File: src/rtl/flexka_pkg.sv
// flexka_pkg: shared FLEXKA sizing constants and the stack-node status type.
package flexka_pkg;
    localparam int SSIZE             = 8;
    localparam int STACK_BUFFER_SIZE = 8;
    localparam int SDEPTH_W          = $clog2(STACK_BUFFER_SIZE + 1);

    typedef struct packed {
        logic [SDEPTH_W-1:0] depth;
        logic                empty;
        logic                full;
        logic                overflow_err;
        logic                underflow_err;
    } stack_status_t;
endpackage

File: src/rtl/flexka_stack_ram.sv
// flexka_stack_ram: simple dual-port storage with a registered read port.
module flexka_stack_ram #(
    parameter int W = 16,
    parameter int N = 8,
    localparam int AW = $clog2(N)
) (
    input  logic          clk,
    input  logic          we,
    input  logic [AW-1:0] waddr,
    input  logic [W-1:0]  wdata,
    input  logic          re,
    input  logic [AW-1:0] raddr,
    output logic [W-1:0]  rdata
);
    logic [W-1:0] mem [N];

    // a read and write to the same address in one cycle returns the old word
    always_ff @(posedge clk) begin
        if (we) mem[waddr] <= wdata;
        if (re) rdata <= mem[raddr];
    end
endmodule

File: src/rtl/flexka_stack_multi_node.sv
// flexka_stack_multi_node: LIFO of NFIELDS-wide entries with one-cycle pop result,
// same-cycle push/pop replace, empty pass-through and sticky error flags.
module flexka_stack_multi_node
    import flexka_pkg::*;
#(
    parameter int NFIELDS = 2,
    parameter int FIELD_W = SSIZE,
    parameter int DEPTH   = STACK_BUFFER_SIZE
) (
    input  logic                         clk,
    input  logic                         rstn,
    input  logic                         clear,
    input  logic                         push,
    input  logic                         pop,
    input  logic [NFIELDS*FIELD_W-1:0]   in_fields,
    output logic [NFIELDS*FIELD_W-1:0]   pop_fields,
    output logic                         pop_valid,
    output logic [$clog2(DEPTH+1)-1:0]   depth,
    output logic                         empty,
    output logic                         full,
    output logic                         overflow_err,
    output logic                         underflow_err
);
    localparam int W  = NFIELDS * FIELD_W;
    localparam int DW = $clog2(DEPTH + 1);
    localparam int AW = $clog2(DEPTH);

    // src selects the RAM read register (1) or the local hold register (0) as pop_fields
    typedef struct packed {
        logic [DW-1:0] depth;
        logic          ovf;
        logic          unf;
        logic          pop_valid;
        logic          src;
        logic [W-1:0]  hold;
    } state_t;

    state_t        r, nx;
    logic          live, is_empty, is_full, both, do_pop, do_push, we, re;
    logic [AW-1:0] top, waddr;
    logic [W-1:0]  ram_q;

    assign is_empty = r.depth == '0;
    assign is_full  = r.depth == DW'(DEPTH);
    assign live     = rstn && !clear;
    assign both     = push && pop;
    assign do_pop   = pop && !is_empty;
    assign do_push  = push && !pop && !is_full;
    assign top      = AW'(r.depth - DW'(1));
    assign waddr    = do_push ? AW'(r.depth) : top;
    assign we       = live && (do_push || (both && !is_empty));
    assign re       = live && do_pop;

    always_comb begin
        nx = r;
        nx.pop_valid = 1'b0;
        if (!rstn) begin
            nx = '0;
        end else if (clear) begin
            nx.depth = '0;
            nx.ovf   = 1'b0;
            nx.unf   = 1'b0;
        end else begin
            if (both && is_empty) begin
                nx.hold      = in_fields;
                nx.src       = 1'b0;
                nx.pop_valid = 1'b1;
            end
            if (do_pop) begin
                nx.src       = 1'b1;
                nx.pop_valid = 1'b1;
            end
            if (do_push) nx.depth = r.depth + DW'(1);
            if (pop && !push && !is_empty) nx.depth = r.depth - DW'(1);
            if (push && !pop && is_full) nx.ovf = 1'b1;
            if (pop && !push && is_empty) nx.unf = 1'b1;
        end
    end

    always_ff @(posedge clk) r <= nx;

    flexka_stack_ram #(.W(W), .N(DEPTH)) u_ram (
        .clk   (clk),
        .we    (we),
        .waddr (waddr),
        .wdata (in_fields),
        .re    (re),
        .raddr (top),
        .rdata (ram_q)
    );

    assign pop_fields    = r.src ? ram_q : r.hold;
    assign pop_valid     = r.pop_valid;
    assign depth         = r.depth;
    assign empty         = is_empty;
    assign full          = is_full;
    assign overflow_err  = r.ovf;
    assign underflow_err = r.unf;
endmodule

File: config.mk
export PLATFORM = sky130hd
export DESIGN_NAME = flexka_stack_multi_node
export DESIGN_NICKNAME = d
export VERILOG_FILES = /design/src/rtl/flexka_pkg.sv /design/src/rtl/flexka_stack_ram.sv /design/src/rtl/flexka_stack_multi_node.sv
export SDC_FILE = /design/constraint.sdc
export NUM_CORES = 1
export LEC_CHECK = 0
export CORE_MARGIN = 3
export CORE_UTILIZATION = 42
export DETAILED_ROUTE_END_ITERATION = 6
export PLACE_DENSITY = 0.7
export SYNTH_ARGS = -nofsm -noshare
export SYNTH_HDL_FRONTEND = slang
export SYNTH_SLANG_ARGS = --single-unit
File: constraint.sdc
create_clock -name clk -period 6.8 [get_ports clk]
set_clock_uncertainty 0.15 [all_clocks]
set_input_delay 2.04 -clock clk [delete_from_list [all_inputs] [get_ports clk]]
set_output_delay 2.04 -clock clk [all_outputs]
set_load 0.02 [all_outputs]
==> results of run 1 <==
flip-flops by register name, indices dropped and copies added, names as in the netlist:
name           cells
pop_valid          1
underflow_err      1
r                 17
u_ram.mem        128
overflow_err       1
depth              4
u_ram.rdata       16
area by class of cell:
class / instances / area share [%]
clock inverter: 15 / 2.21
sequential: 168 / 60.2
tap: 211 / 3.31
inverter: 4 / 0.188
clock buffer: 17 / 5.33
multi-input combinational: 180 / 21.9
timing repair buffer: 57 / 6.78
cell usage in the layout (no fill, tap or decap), types with 5 or more instances in the layout:
master,count
edfxtp_1,144
clkdlybuf4s50_1,45
a21boi_1,10
nand2b_1,5
buf_4,12
nor2_1,12
nor3_1,10
clkbuf_16,17
a21oi_1,6
nor2b_1,5
mux2_2,32
a21boi_0,6
nand2_1,33
mux4_2,32
dfxtp_1,23
worst paths after layout:
check / endpoint / slack [ps] / cells after the start
max: empty / 2070 / 5
min: r[14] / 300 / 2
max reg2reg: u_ram.mem[0][8] / 3730 / 7
min reg2reg: r[14] / 300 / 2
cell families after synthesis:
logic type	after synthesis	synth area share (%)
buf+inv	27	2.04
simple gates	77	5.55
compound gates	35	3.70
mux	64	16.2
fa+ha+maj	2	0.374
flops	168	71.8
xor+xnor	2	0.374
layer usage:
metal	global-route usage, %	vias up	wire length (microns)
li1	-	1573	-
met1	21.5	1769	5780
met2	25.7	113	6750
met3	3.78	11	650
met4	5.08	0	127
met5	0	-	0
worst register-to-register path, delay by kind of cell (launching register included):
| kind | cells | cell delay, ps |
|---|---|---|
| flip-flops | 1 | 450 |
| AND/OR/NAND/NOR | 3 | 1280 |
| adder cells (fa/ha/maj) | 1 | 290 |
| AO/OA/AOI/OAI | 1 | 200 |
| buffers and inverters | 2 | 390 |
cells in the mapped netlist (2+ instances only):
cell,number,share of area [%]
edfxtp_1,144,65
nand2_1,33,1.9
mux2_2,32,5.4
mux4_2,32,11
dfxtp_1,24,7.2
nor2_1,12,0.67
a21boi_1,10,1.1
nor3_1,10,0.75
clkbuf_1,8,0.45
buf_2,7,0.52
a21boi_0,6,0.67
a21oi_1,6,0.45
buf_4,5,0.56
nand2b_1,5,0.47
nor2b_1,5,0.47
inv_1,4,0.22
o21a_1,3,0.34
and3b_1,2,0.26
buf_1,2,0.11
ha_1,2,0.37
nor3b_1,2,0.22
o211ai_1,2,0.22
or3b_1,2,0.26
power breakdown:
part           switching [W]  internal (W)  total, W
logic              0.0000676     0.0000601  0.000128
clock network       0.000388      0.000579  0.000967
registers         0.00000500       0.00113   0.00113
stage by stage:
| stage | total power (W) | cell area, sq um | cells | hold WS [ps] | setup slack (ps) |
|---|---|---|---|---|---|
| floorplan | 0.00123 | 6690 | 375 | 283 | 2450 |
| global placement | 0.00128 | 7380 | 620 | 290 | 1980 |
| detailed placement | 0.00128 | 7380 | 620 | 293 | 1900 |
| CTS | 0.00225 | 7980 | 652 | 301 | 2070 |
| global route | 0.00230 | 7980 | 652 | 321 | 1920 |
| finish | 0.00223 | 7980 | 652 | 298 | 2070 |
==> results_dict.tcl, run 1 <==
set metrics [dict create \
    post-route-period-util_pct 69.6 \
    synth_cell_type_count 40 \
    detailroute.via_count 3466 \
    die-area_sq_um 17500 \
    grt_pass1_wl_microns 20900 \
    total_global_route_track_usage_pct 15.9 \
    clock_root_buffer "clkbuf_16" \
    clock-sinks 168 \
    cellLeakagePower_nw 2.54 \
    core_sq_um 15400 \
    detail_route.drc_violations 0 \
    final_max_slew_viols 0 \
    timing.critical_path.from_type "register" \
    register_area_sq_um 4810 \
    worst_ep_required_ps 4610 \
    clock_tree.buffer_depth 2 \
    largest_net_degree_at_the_start_of_global_routing 42 \
    tritoncts "built" \
    n_antenna_cell 0 \
    fillerInstances 1220 \
    drt_first_iter_violations 262 \
    multi_input_gate_area_sq_um 1750 \
    worst_ep_arrival_time_ps 2540 \
    drt_total_wl_microns 13300 \
    route.detailed.wl_per_inst_microns 20.4 \
    synthesis.yosys.warnings 0 \
    rsz0062_at_grt "no" \
    clock_latency_ps 420 \
    synth_nets 398 \
    htree_levels 4 \
    worst-slew-pin-transition_ps 1210 \
    critPathMaxFanout 8 \
    number_of_buffer_and_inverter_stages_on_the_critical_path 3 \
    die_h_microns 132 \
    place.gp.congestion 0.825 \
    mappedNetlistArea_sq_um 6690 \
    post_layout_utilization_of_the_core_pct 51.9 \
    cp_top_family "buffers and inverters" \
    detailedRoute.firstPassIterationCount 4 \
    die_width_microns 132 \
    setup_viol_count_final 0 \
    globalRoute.totalOverflow 0 \
    hold_violations 0 \
    status "finished, final reports clean" \
    pwr_density_cell_nw_per_um2 279 \
    port_buffers 45 \
    worstReg2RegStart "depth[1]" \
    grt_antenna_before_repair 0 \
    numCtsBuffers 17 \
    cp_cell_sequence "inv_1, ha_1, or3b_1, inv_1, clkdlybuf4s50_1" \
    final_period_minus_worst_setup_slack_ps 4730 \
    number_of_enable_type_register_cells_in_the_synthesized_netlist 144 \
    yosys_register_bits 168 \
    critPathCaptureType "output pin" \
    seq_area_frac_synth_pct 71.8 \
    synth-async-reset-ratio_pct 0 \
    worst-setup-path-type "reg -> out" \
    floorplan.rows 45 \
    final_layout_size_suffix_gt1_share_pct 24.9 \
    synthToLayoutAreaGrowth_pct 19.2 \
    ctsHoldBuffers 0 \
    critical_path.startpoint "depth[0]" \
    cts.repair.resized 0 \
    maxCapViolations 0 \
    peakVddDrop_mv 0.180 \
    setup-tns-final_ps 0 \
    achievable-frequency_mhz 211 \
    synth_ff_type "edfxtp_1" \
    initial_utilization_pct 43.5 \
    synthCells 375 \
    fin_nets 451 \
    timing.slew.headroom_pct 19.4 \
    post_drt_via_cell_ratio 5.32 \
    stage_delay_of_the_slowest_cell_on_the_critical_path_ps 640 \
    critical-path-slowest-cell "clkdlybuf4s50_1" \
    cp_common_cell "inv_1" \
    ant_nets 0 \
    avgSynthCellArea_sq_um 17.8 \
    detailedPlacementHpwl_microns 7800 \
    worst_setup_hold_path_clk_slew_ps 60 \
    first_global_vias 3527 \
    worstHoldPathType "reg -> reg" \
    num_io_pins 46 \
    cts_setup_buffers 0 \
    hold_path.startpoint "r[14]" \
]
(Power assumes the default switching activity.)
==> run 2: changes to the inputs <==
- PLACE_DENSITY: 0.7 -> 0.72
- clock period: 6.8 -> 3.8 ns (I/O delays scaled with it)
==> results_dict.tcl, run 2 (synthesis gave the netlist of run 1 again) <==
set metrics [dict create \
    status "finished, final reports clean" \
    register_area_sq_um 4810 \
    clock_latency_ps 420 \
    setup-tns-final_ps 0 \
    worstHoldPathType "reg -> reg" \
    netSwitchingFraction_pct 21.2 \
    ctsHoldBuffers 0 \
    globalRoute.totalOverflow 0 \
    maxCapViolations 0 \
    drt_total_wl_microns 13400 \
    hold_violations 0 \
    number_of_buffer_and_inverter_stages_on_the_critical_path 3 \
    reg_top3 "u_ram.mem (128), r (17), u_ram.rdata (16)" \
    internal_power_w 0.00310 \
    port_buffers 45 \
    cts_setup_buffers 0 \
    flip_flop_count_of_the_largest_register_all_copies_and_words_added 128 \
    die_h_microns 132 \
    critical-path-slowest-cell "clkdlybuf4s50_1" \
    cellLeakagePower_nw 2.55 \
    hold_path.startpoint "r[8]" \
    initial_utilization_pct 43.5 \
    peakVddDrop_mv 0.336 \
    post-route-period-util_pct 94.9 \
    cp_top_family "buffers and inverters" \
    rsz0062_at_grt "no" \
    die_width_microns 132 \
    detail_route.drc_violations 0 \
    cp_cell_sequence "inv_1, ha_1, or3b_1, inv_1, clkdlybuf4s50_1" \
    worst-slew-pin-transition_ps 731 \
    worstReg2RegStart "depth[1]" \
    final_max_slew_viols 0 \
    worstHoldPathCells 2 \
    critPathMaxFanout 6 \
    ant_nets 0 \
    post_drt_via_cell_ratio 5.28 \
    total_global_route_track_usage_pct 15.9 \
    p_switching_w 0.000835 \
    power.clock.fraction_pct 42.4 \
    worst_ep_arrival_time_ps 2320 \
    grt_antenna_before_repair 0 \
    floorplan.rows 45 \
    most-common-layout-cells "edfxtp_1 (144), clkdlybuf4s50_1 (45), nand2_1 (33)" \
    largest_net_degree_at_the_start_of_global_routing 42 \
    stage_delay_of_the_slowest_cell_on_the_critical_path_ps 640 \
    n_antenna_cell 0 \
    synthToLayoutAreaGrowth_pct 20.0 \
    final_layout_size_suffix_gt1_share_pct 26.1 \
    worst-setup-path-type "reg -> out" \
    place.gp.congestion 0.822 \
    max_flop_register "u_ram.mem" \
    detailedPlacementHpwl_microns 8460 \
    cp_common_cell "inv_1" \
    die-area_sq_um 17500 \
    core_sq_um 15400 \
    first_global_vias 3609 \
    min_to "r[8]" \
    multi_input_gate_area_sq_um 1750 \
    timing.slew.headroom_pct 51.3 \
    r2r_slack_ps 1090 \
    layout_commonest_cell "edfxtp_1" \
    achievable-frequency_mhz 277 \
    worst_ep_required_ps 2510 \
    detailedRoute.firstPassIterationCount 4 \
    combinationalPowerShare_pct 6.1 \
    fillerInstances 1215 \
    worst_setup_hold_path_clk_slew_ps 60 \
    cts.repair.resized 0 \
    r2r.worst_path.cells 8 \
    route.detailed.wl_per_inst_microns 20.3 \
    setup_viol_count_final 0 \
    finalHoldWorstSlack_ps 303 \
    clock_tree.buffer_depth 2 \
    clock-sinks 168 \
    drt_first_iter_violations 316 \
    power_frac_seq_pct 51.5 \
    final_period_minus_worst_setup_slack_ps 3610 \
    grt_pass1_wl_microns 20700 \
    htree_levels 4 \
    critPathCaptureType "output pin" \
    num_io_pins 46 \
    pwr_density_cell_nw_per_um2 490 \
    timing.critical_path.from_type "register" \
    detailroute.via_count 3488 \
    numCtsBuffers 17 \
    tritoncts "built" \
    fin_nets 459 \
    clock_root_buffer "clkbuf_16" \
    terminus_of_the_critical_flop_to_flop_path "u_ram.mem[2][5]" \
]
## run 2: cell types whose count changed in the layout (fill, tap and decap cells not counted), sizes merged
cell      change
inv           -2
bufinv        -1
buf           +8
clkinvlp      +3
## run 2: tightest hold or removal path, stage by stage (launching register included)
cell and delay (ps):
dfxtp_1 310, nand2_1 50, a21boi_1 50
## run 2: worst max path at each step
stage,end,depth (start not counted),start
2_1_floorplan,u_ram.mem[6][0],8,depth[0]
3_3_place_gp,u_ram.mem[2][3],6,push
3_5_place_dp,u_ram.mem[2][2],6,push
4_1_cts,empty,5,depth[0]
5_1_grt,empty,5,depth[0]
6_report,empty,5,depth[0]
## run 2: per-stage QoR
step	instance area, sq um	power, W	cells	utilization, %	worst slack (ps)
final	8030	0.00393	660	52.2	193
after global routing	8030	0.00406	660	52.2	84.6
after CTS	8030	0.00397	660	52.2	177
after detailed placement	7450	0.00231	628	48.5	277
after global placement	7450	0.00230	628	48.5	334
after floorplan	6690	0.00220	375	-	323
## run 2: cell type report
type,instances,area share (%)
clock inverter,15,1.93
clock buffer,17,5.30
sequential,168,59.9
multi-input combinational,180,21.8
tap,211,3.29
inverter,4,0.187
timing repair buffer,65,7.64
## run 2: layer usage
| metal | up-vias | routed length (microns) | track usage (%) | part of all wire (%) |
|---|---|---|---|---|
| li1 | 1583 | - | - | - |
| met1 | 1770 | 5380 | 19.4 | 40 |
| met2 | 113 | 6960 | 27.0 | 52 |
| met3 | 22 | 776 | 4.16 | 5.8 |
| met4 | 0 | 257 | 6.93 | 1.9 |
| met5 | - | 0 | 0 | 0 |
## run 2: power by group through the flow
stage / logic (W) / clock network (W) / registers [W]
floorplan: 0.000137 / 0 / 0.00206
global placement: 0.000239 / 0 / 0.00207
detailed placement: 0.000243 / 0 / 0.00207
CTS: 0.000244 / 0.00170 / 0.00203
global route: 0.000258 / 0.00178 / 0.00203
finish: 0.000240 / 0.00167 / 0.00203
==> RTL change, RTL diff (flow settings as in run 1) <==
Register the outputs `overflow_err` and `underflow_err`, without a reset; this adds one clock of latency there. The other outputs are not delayed to match.
--- a/src/rtl/flexka_stack_multi_node.sv
+++ b/src/rtl/flexka_stack_multi_node.sv
@@ -95,6 +95,8 @@
     assign empty         = is_empty;
     assign full          = is_full;
-    assign overflow_err  = r.ovf;
-    assign underflow_err = r.unf;
+    always_ff @(posedge clk) begin
+        overflow_err  <= r.ovf;
+        underflow_err <= r.unf;
+    end
 endmodule
 
Function: changed (a bounded check fails within 4 cycles, from zero or initial values and one cycle with rstn low).
==> RTL change against run 1 <==
Area after synthesis grew 0.60%; routed wire length shrank 3.4%; synthesized cell count grew 0.53%; power grew 5.3%; count of clock-buffer cells in the layout grew 3; sequential cell count grew 2; sequential share of layout area shrank 0.29 points; clock power grew 11%; worst setup slack gained 1.8 ps; cell area grew 1.3%; highest routed layer unchanged; utilization grew 0.49 points; die area grew 0.58%.
==> RTL change: results (changes against run 1) <==
[status] run status complete, no violations [unchanged]
[min_path] Hold Path Cell Cnt 0 [was 2]
[routing] metal1 wirelength 5.10 mm [was 5.78 mm]
[layout] registers with the most flip-flops u_ram.mem x128, r x19, u_ram.rdata x16 [was u_ram.mem x128, r x17, u_ram.rdata x16]
[routing] per-cell via count in the routed design 5.21 [was 5.32]
[power] cell-internal power 0.00190 W [was 0.00177 W]
[critical_path] setup slack, reg-to-reg 4070 ps [was 3730 ps]
[timing] transition time at the pin with the least slew margin 1000 ps [was 1210 ps]
[layout] final-layout clock buffer total 20 [was 17]
[layout] number of cells in the finished layout apart from fillers 654 [was 652]
[min_path] launch instance of the worst min-delay path r[19] [was r[14]]
[logic_synthesis] number of instances in the synthesized netlist 377 [was 375]
[logic_synthesis] net count after synthesis 400 [was 398]
[place] detailed-placement wirelength estimate 7.68 mm [was 7.80 mm]
[routing] Avg WL per Cell 19.7 microns [was 20.4 microns]
[place] gp weighted congestion 0.775 [was 0.825]
[logic_synthesis] sequential share of the synthesized area 0.720 [was 0.718]
[grt] vias in the first global route 3619 [was 3527]
[place] post-placement worst setup slack 2120 ps [was 1900 ps]
[place] dpl cells 622 [was 620]
[layout] proportion of final cell area spent on non-clock buffers 0.0669 [was 0.0678]
[power] IR Drop Worst-Case VDD 0.000168 V [was 0.000180 V]
[power] fraction of power consumed by sequential logic 0.488 [was 0.509]
[grt] GRT Total Usage 0.157 [was 0.159]
[layout] Sequential Area 0.00485 sq mm [was 0.00481 sq mm]
[place] placement-stage cell area 0.00742 sq mm [was 0.00738 sq mm]
[power] logic gate share of total power 0.054 [was 0.057]
[logic_synthesis] XOR/XNOR share of the synthesized area 0.00372 [was 0.00374]
[logic_synthesis] post-synthesis compound-gate area fraction 0.0368 [was 0.0370]
[grt] met1 Usage GRT 0.198 [was 0.215]
[logic_synthesis] synth cell count leaders sky130_fd_sc_hd__edfxtp_1 (144), sky130_fd_sc_hd__nand2_1 (33), sky130_fd_sc_hd__mux2_2 (32), sky130_fd_sc_hd__mux4_2 (32), sky130_fd_sc_hd__dfxtp_1 (26) [was sky130_fd_sc_hd__edfxtp_1 (144), sky130_fd_sc_hd__nand2_1 (33), sky130_fd_sc_hd__mux2_2 (32), sky130_fd_sc_hd__mux4_2 (32), sky130_fd_sc_hd__dfxtp_1 (24)]
[min_path] Min-Delay Endpoint overflow_err [was r[14]]
## RTL change: changes by cell type in the layout (fill, tap and decap cells not counted), sizes merged
cell | before | now
clkinv | 8 | 4
bufinv | 3 | 6
clkbuf | 17 | 20
dfxtp | 24 | 26
inv | 7 | 5
## RTL change: how the worst max path moves through the flow
stage / startpoint / end / slack (ps) / cells after the start
2_1_floorplan: pop / u_ram.mem[6][0] / 2450 / 5
3_3_place_gp: rstn / u_ram.mem[3][9] / 2160 / 5
3_5_place_dp: rstn / u_ram.mem[3][9] / 2120 / 5
4_1_cts: depth[0] / empty / 2060 / 5
5_1_grt: depth[0] / empty / 1940 / 5
6_report: depth[0] / empty / 2070 / 5
## RTL change: critical path, delay by kind of cell, from the launching register on
kind / cells / cell delay (ps)
buffers and inverters: 3 / 980
flip-flops: 1 / 320
AND/OR/NAND/NOR: 1 / 460
adder cells (fa/ha/maj): 1 / 350
